<file path="config.mk">
export PLATFORM = sky130hd
export DESIGN_NAME = cdc_fifo_write_frontend
export DESIGN_NICKNAME = d
export VERILOG_FILES = /design/src/rtl/cdc_fifo_write_frontend.sv
export SDC_FILE = /design/constraint.sdc
export NUM_CORES = 1
export LEC_CHECK = 0
export BUFFER_PORTS_ARGS = -buffer_cell sky130_fd_sc_hd__buf_2
export CAP_MARGIN = 20
export CELL_PAD_IN_SITES_DETAIL_PLACEMENT = 1
export CELL_PAD_IN_SITES_GLOBAL_PLACEMENT = 1
export CORE_MARGIN = 2
export CORE_UTILIZATION = 37
export CTS_CLUSTER_DIAMETER = 40
export DETAILED_ROUTE_END_ITERATION = 10
export PLACE_DENSITY = 0.8
export SLEW_MARGIN = 25
export SYNTH_ARGS = -nofsm -noshare
export SYNTH_HDL_FRONTEND = slang
export SYNTH_SLANG_ARGS = --single-unit
export TNS_END_PERCENT = 10
</file>
<file path="constraint.sdc">
create_clock -name clock -period 1.61 [get_ports clock]
set_input_delay 0.161 -clock clock [delete_from_list [all_inputs] [get_ports clock]]
set_output_delay 0.161 -clock clock [all_outputs]
set_load 0.01 [all_outputs]
</file>
<file path="src/rtl/cdc_fifo_write_frontend.sv">
// Write-domain front end of the CDC FIFO: 2-entry skid buffer feeding the RAM write port,
// plus the read-pointer synchroniser. Optional almost_full via CDC_FIFO_WRITE_FRONTEND_ALMOST_FULL_EN.
//
// Handshake: a beat transfers on a rising clock edge where in_valid=1 and in_ready=1;
// in_ready is a register and never looks at in_valid or full in the same cycle.
module cdc_fifo_write_frontend #(
  parameter int ADDRESS_WIDTH     = 4,
  parameter int DATA_WIDTH        = 8,
  parameter int SYNC_STAGES       = 2,
  parameter int ALMOST_FULL_LEVEL = 12
) (
  input  logic                     clock,
  input  logic                     reset,
  input  logic                     in_valid,
  input  logic [DATA_WIDTH-1:0]    in_data,
  output logic                     in_ready,
  input  logic                     full,
  input  logic [ADDRESS_WIDTH-1:0] write_address,
  input  logic [ADDRESS_WIDTH-1:0] read_address_gray_async,
  output logic [ADDRESS_WIDTH-1:0] read_address_gray_sync,
  output logic                     increment,
  output logic                     mem_write_enable,
  output logic [ADDRESS_WIDTH-1:0] mem_write_address,
  output logic [DATA_WIDTH-1:0]    mem_write_data,
`ifdef CDC_FIFO_WRITE_FRONTEND_ALMOST_FULL_EN
  output logic                     almost_full,
`endif
  output logic [1:0]               debug_state
);

  typedef enum logic [1:0] {
    ST_EMPTY = 2'd0,
    ST_ONE   = 2'd1,
    ST_TWO   = 2'd2
  } state_t;

  state_t                  state_q, state_d;
  logic [DATA_WIDTH-1:0]   head_q, head_d;
  logic [DATA_WIDTH-1:0]   skid_q, skid_d;
  logic                    in_ready_q, in_ready_d;
  logic [ADDRESS_WIDTH-1:0] sync_q [SYNC_STAGES];

  logic accept;
  logic drain;

  // Plain flop chain; gray coding guarantees at most one bit is in flight.
  always_ff @(posedge clock or posedge reset) begin
    if (reset) begin
      for (int i = 0; i < SYNC_STAGES; i++) sync_q[i] <= '0;
    end else begin
      sync_q[0] <= read_address_gray_async;
      for (int i = 1; i < SYNC_STAGES; i++) sync_q[i] <= sync_q[i-1];
    end
  end

  assign read_address_gray_sync = sync_q[SYNC_STAGES-1];

  assign accept = in_valid & in_ready_q;
  assign drain  = (state_q != ST_EMPTY) & ~full;

  always_comb begin
    state_d = state_q;
    head_d  = head_q;
    skid_d  = skid_q;
    unique case (state_q)
      ST_EMPTY: begin
        if (accept) begin
          state_d = ST_ONE;
          head_d  = in_data;
        end
      end
      ST_ONE: begin
        if (accept && drain) begin
          head_d = in_data;
        end else if (accept) begin
          state_d = ST_TWO;
          skid_d  = in_data;
        end else if (drain) begin
          state_d = ST_EMPTY;
        end
      end
      ST_TWO: begin
        if (drain) begin
          state_d = ST_ONE;
          head_d  = skid_q;
        end
      end
      default: state_d = ST_EMPTY;
    endcase
    in_ready_d = (state_d != ST_TWO);
  end

  always_ff @(posedge clock or posedge reset) begin
    if (reset) begin
      state_q    <= ST_EMPTY;
      head_q     <= '0;
      skid_q     <= '0;
      in_ready_q <= 1'b1;
    end else begin
      state_q    <= state_d;
      head_q     <= head_d;
      skid_q     <= skid_d;
      in_ready_q <= in_ready_d;
    end
  end

  // RAM capture and pointer advance happen on the same edge, so both strobes are drain.
  assign in_ready          = in_ready_q;
  assign increment         = drain;
  assign mem_write_enable  = drain;
  assign mem_write_address = write_address;
  assign mem_write_data    = head_q;
  assign debug_state       = state_q;

`ifdef CDC_FIFO_WRITE_FRONTEND_ALMOST_FULL_EN
  localparam logic [ADDRESS_WIDTH-1:0] AF_LEVEL = ALMOST_FULL_LEVEL[ADDRESS_WIDTH-1:0];

  logic [ADDRESS_WIDTH-1:0] read_binary;
  logic [ADDRESS_WIDTH-1:0] occupancy;
  logic                     almost_full_q, almost_full_d;

  // Stale read pointer makes occupancy an over-estimate, which is the safe direction.
  always_comb begin
    read_binary = '0;
    for (int i = 0; i < ADDRESS_WIDTH; i++) read_binary[i] = ^(read_address_gray_sync >> i);
    occupancy     = write_address - read_binary;
    almost_full_d = (occupancy >= AF_LEVEL);
  end

  always_ff @(posedge clock or posedge reset) begin
    if (reset) almost_full_q <= 1'b0;
    else       almost_full_q <= almost_full_d;
  end

  assign almost_full = almost_full_q;
`endif

endmodule

</file>
==> Word level (Yosys, flattened, before mapping) <==
Cells that the tools add are included.
{ "word_totals": {"reg_bits": 27, "output_inout_bits": 21, "wordCells": 32} }
{ "op_classes": {"n_mux": 10, "reduce_logical": 6, "n_eq_ne": 6, "bitwise_logic": 4} }
{ "ops": {"columns": ["cell", "n"], "rows": [
  ["$mux W8", 3],
  ["$pmux W8 S3", 1],
  ["$mux W2", 5],
  ["$ne A2 B2 Y1 const B", 4],
  ["$pmux W2 S3", 1],
  ["$reduce_and A4 Y1", 1],
  ["$reduce_and A3 Y1", 1],
  ["$reduce_bool A3 Y1", 1],
  ["$and A1 B1 Y1", 2],
  ["$eq A2 B1 Y1 const B", 1],
  ["$eq A2 B2 Y1 const B", 1],
  ["$logic_not A2 Y1", 1],
  ["$not A1 Y1", 2],
  ["$reduce_bool A2 Y1", 1],
  ["$logic_and A1 B1 Y1", 1]
]} }

==> Longest topological paths before layout <==
{ "logic_depth": {"depth_word": 7, "ltp_mapped": 4} }

==> Worst setup path before layout <==
No wires, ideal clock.
{ "synth_path": {"kind": "reg-to-reg", "from": "reg in_ready_q, in the netlist in_ready", "to": "reg skid_q[0]", "synth_period_minus_slack_ns": 1.416, "path_buffers": 0, "stages_incl_launch_ff": 4, "setup_time_ns": 0.125, "setup_slack_ns": 0.194, "arrival_ns": 1.291, "path_cell_list": "dfstp_2 nand3b_1 nor2_2 mux2_2"} }
{ "synth_via": {"elab_chain_cells": 4} }
{ "synth_lines": {"columns": ["item", "line", "text"], "rows": [
  ["start: declaration", "40", "logic in_ready_q, in_ready_d;"],
  ["start signal: assignment", "103", "in_ready_q <= in_ready_d;"],
  ["$and A1 B1 Y1 (*)", "58", "assign accept = in_valid & in_ready_q;"],
  ["$logic_and A1 B1 Y1", "73", "if (accept && drain) begin"],
  ["$not A1 Y1 (no source line)", null, null],
  ["$reduce_and A3 Y1 (no source line) (*)", null, null],
  ["end signal: assignment", "102", "skid_q <= skid_d;"],
  ["end: declaration", "39", "logic [DATA_WIDTH-1:0] skid_q, skid_d;"]
]} }
Every way passes the cells marked *; elsewhere a longest branch is shown, timed or not.
A chain may end at the register's enable or synchronous reset.

==> Worst setup path in the final report <==
{ "layout_path": {"from": "reg in_ready_q, in the netlist in_ready", "to": "reg head_q[6], in the netlist mem_write_data[6]"} }
{ "layout_via": {"elab_chain_cells": 4} }
{ "layout_lines": {"columns": ["item", "line", "text"], "rows": [
  ["$and A1 B1 Y1 (*)", "58", null],
  ["$logic_and A1 B1 Y1", "73", null],
  ["$ne A2 B2 Y1 (no source line)", null, null],
  ["$reduce_and A4 Y1 (no source line) (*)", null, null],
  ["end signal: assignment", "96", "head_q <= '0;"],
  ["end signal: assignment", "101", "head_q <= head_d;"],
  ["end: declaration", "38", "logic [DATA_WIDTH-1:0] head_q, head_d;"]
]} }
Marked as above.

==> flow_metrics.py <==
metrics = {
    "floorplanning": {
        "die_x_um": 58.77,
        "initial_core_util_pct": 39.56,
        "rows": 19,
        "ioPinCount": 41,
        "core_sq_um": 2805,
        "fp.dieArea_sq_um": 3453,
        "die_h_um": 58.77,
    },
    "timing": {
        "worst_slew_pin_slew_ps": 424.0,
        "finClkSkew_ps": 1.781,
        "fin_crit_ps": 1545,
        "rsz0062_at_grt": "false",
        "maxSlewViolCount": 0,
        "hold_violations": 0,
        "tns_ps": 0,
        "fin_crit_sh_pct": 95.94,
        "fmax_mhz": 647.4,
        "max-slew-margin-rel_pct": 71.73,
        "fin_ws_ps": 65.35,
        "whs_ps": 87.22,
        "setup_viol": 0,
    },
    "final_layout": {
        "multiInputGateArea_sq_um": 345.3,
        "fin_nets": 135,
        "final_cell_area_sq_um": 1331,
        "fill_cells": 314,
        "drive_gt1_share_pct": 44.74,
        "n_antenna_cell": 0,
        "areaGrowthSynthToFinish_pct": 19.96,
        "final_common_cell": "buf_2",
        "final-seq-area_sq_um": 676.9,
        "layout_common_cells": "32 x buf_2, 26 x dfrtp_1, 9 x o21a_1, 9 x mux2_2, 8 x o32a_1",
    },
    "cts": {
        "htreeDepth": 1,
        "path_clk_slew_ps": 140,
        "ctsRootBufferMaster": "clkbuf_4",
        "cts.sinks": 27,
        "cts_buffer_depth": 2,
        "cts_setup_buffers": 0,
        "cts_buffers": 3,
        "cts_tree": "done",
        "clkLatencyLatePin_ps": 310,
    },
    "setup_path": {
        "reg2reg_slack_ps": 70,
        "crit_path_start_kind": "register",
        "cp_slowest_cell": "dfstp_2",
        "critPathKind": "register to register",
        "arrival_ps": 1810,
        "cp_max_fo": 10,
        "rr_worst_depth": 4,
        "cp-end-kind": "register",
        "rr_startpoint": "in_ready$_DFF_PP1_",
        "worstPathCellList": "nand3b_1 -> buf_4 -> o21ai_2 -> o21a_1",
        "critPathMaxStageDelay_ps": 570,
        "required_ps": 1880,
        "r2r-end": "mem_write_data[6]$_DFFE_PP0P_",
    },
    "synth": {
        "avgSynthCellArea_sq_um": 13.70,
        "ys_ff_latch": 27,
        "yosysUniqueCellTypes": 22,
        "yosysWarnings": 0,
        "synth_nets": 101,
        "seq_area_frac_synth_pct": 60.99,
        "netlist_instances": 81,
        "synth_area_sq_um": 1110,
    },
    "global_route": {
        "grtUsageTotal_pct": 14.13,
        "overflow": 0,
        "antenna_found_initial": 0,
        "grt_pass1_vias": 808,
        "grt_start_max_net_pins": 28,
        "grt_pass1_wl_mm": 3.698,
    },
    "pwr": {
        "cellLeakagePower_uw": 0.0005961,
        "total_power_uw": 2030,
        "pwr_density_cell_nw_per_um2": 1525,
        "ir_worst_vdd_uv": 645.9,
    },
    "min_path": {
        "worst_hold_path.endpoint": "skid_q[4]$_DFFE_PP0P_",
        "hp-start": "in_data[4]",
        "hold_depth": 2,
        "hold_path_class": "input pin to register",
    },
    "routing": {
        "wl_per_cell_um": 15.25,
        "drc": 3,
        "wl_mm": 2.211,
        "postRouteAntennaNets": 0,
        "vias_per_cell": 5.124,
        "dr.pass1.iters": 6,
        "num_vias": 743,
        "first_iter_violations": 13,
    },
    "placement": {
        "dp_slack_ps": 52.44,
        "gp_congestion": 0.6908,
        "dp_hpwl_mm": 1.593,
        "placed_area_sq_um": 1250,
        "numPortBuffers": 32,
    },
    "flow_run": {
        "cap_violations": 0,
    },
    "outcome": {
        "violations": "design-rule violations",
        "status": "complete, but fails checks",
    },
}
## registers in the layout, indices dropped and copies added, names as in the netlist
register / count
mem_write_data: 8
skid_q: 8
read_address_gray_sync: 4
sync_q: 4
debug_state: 2
in_ready: 1
## Yosys cell counts (all sizes together)
cell type	n	area [sq um]
buf	11	83.82
nor2	3	13.77
nand3b	1	7.510
dfrtp	26	650.6
nor3b	1	7.510
nand2	2	7.510
and2	1	6.260
a21o	1	7.510
dfstp	1	26.28
nor2b	1	6.260
o32a	8	80.08
clkbuf	1	5.000
o21a	9	67.56
o21ai	3	18.77
inv	1	3.750
or3b	1	8.760
or2b	1	7.510
mux2	9	101.4
## power breakdown
| part | internal [uW] | switching (uW) |
|---|---|---|
| Clock | 96.8 | 191 |
| Combinational | 374 | 342 |
| Sequential | 910 | 116 |
## stage by stage
step / cells / utilization (%)
5_1_grt: 145 / 47.46
3_5_place_dp: 136 / 44.56
6_report: 145 / 47.46
4_1_cts: 145 / 47.28
3_3_place_gp: 136 / 44.56
2_1_floorplan: 81 / -
## area by class of cell
type                            count  area share [%]
Clock buffer                        4           1.974
Timing Repair Buffer               41           18.05
Tap cell                           31           2.914
Inverter                            1          0.2820
Sequential cell                    27           50.85
Multi-Input combinational cell     41           25.94
## cells by family (layout without fill, tap and decap cells)
logic type / count (synthesis) / after routing / share of synthesized area (%)
simple gates: 11 / 11 / 5.865
flops: 27 / 27 / 60.99
buf+inv: 13 / 46 / 8.341
mux: 9 / 9 / 9.132
compound gates: 21 / 21 / 15.67
## repair_timing
action / 4_1_cts / 5_1_grt
resized for setup: 0 / 1
hold buffers: 5 / 0
endpoints found under the setup margin: 0 / 8
endpoints found under the hold margin: 30 / 0
## worst max-delay path by stage
stage	slack, ps	startpoint	end	cells past startpoint
after floorplan	190	in_ready$_DFF_PP1_	skid_q[0]$_DFFE_PP0P_	3
after global placement	140	in_ready$_DFF_PP1_	skid_q[1]$_DFFE_PP0P_	3
after detailed placement	50	in_ready$_DFF_PP1_	skid_q[2]$_DFFE_PP0P_	3
after CTS	30	in_ready$_DFF_PP1_	skid_q[2]$_DFFE_PP0P_	3
after global routing	6	in_ready$_DFF_PP1_	mem_write_data[0]$_DFFE_PP0P_	4
final	70	in_ready$_DFF_PP1_	mem_write_data[6]$_DFFE_PP0P_	4
## metal layers
layer | vias up | GRT usage [%] | part of all wire [%] | wire length (um)
li1 | 350 | - | - | -
met1 | 376 | 19.25 | 45 | 999
met2 | 17 | 23.49 | 50 | 1104
met3 | 0 | 1.978 | 4.8 | 107
met4 | 0 | 4.221 | 0 | 0
met5 | - | 0 | 0 | 0
## worst max-delay path: cells and delay by family (launching register included)
family                 cells  cell delay [ps]
AO/OA/AOI/OAI              2              550
buffers and inverters      1              220
flip-flops                 1              570
AND/OR/NAND/NOR            1              150
No activity file was read; power rests on OpenSTA's default activity.
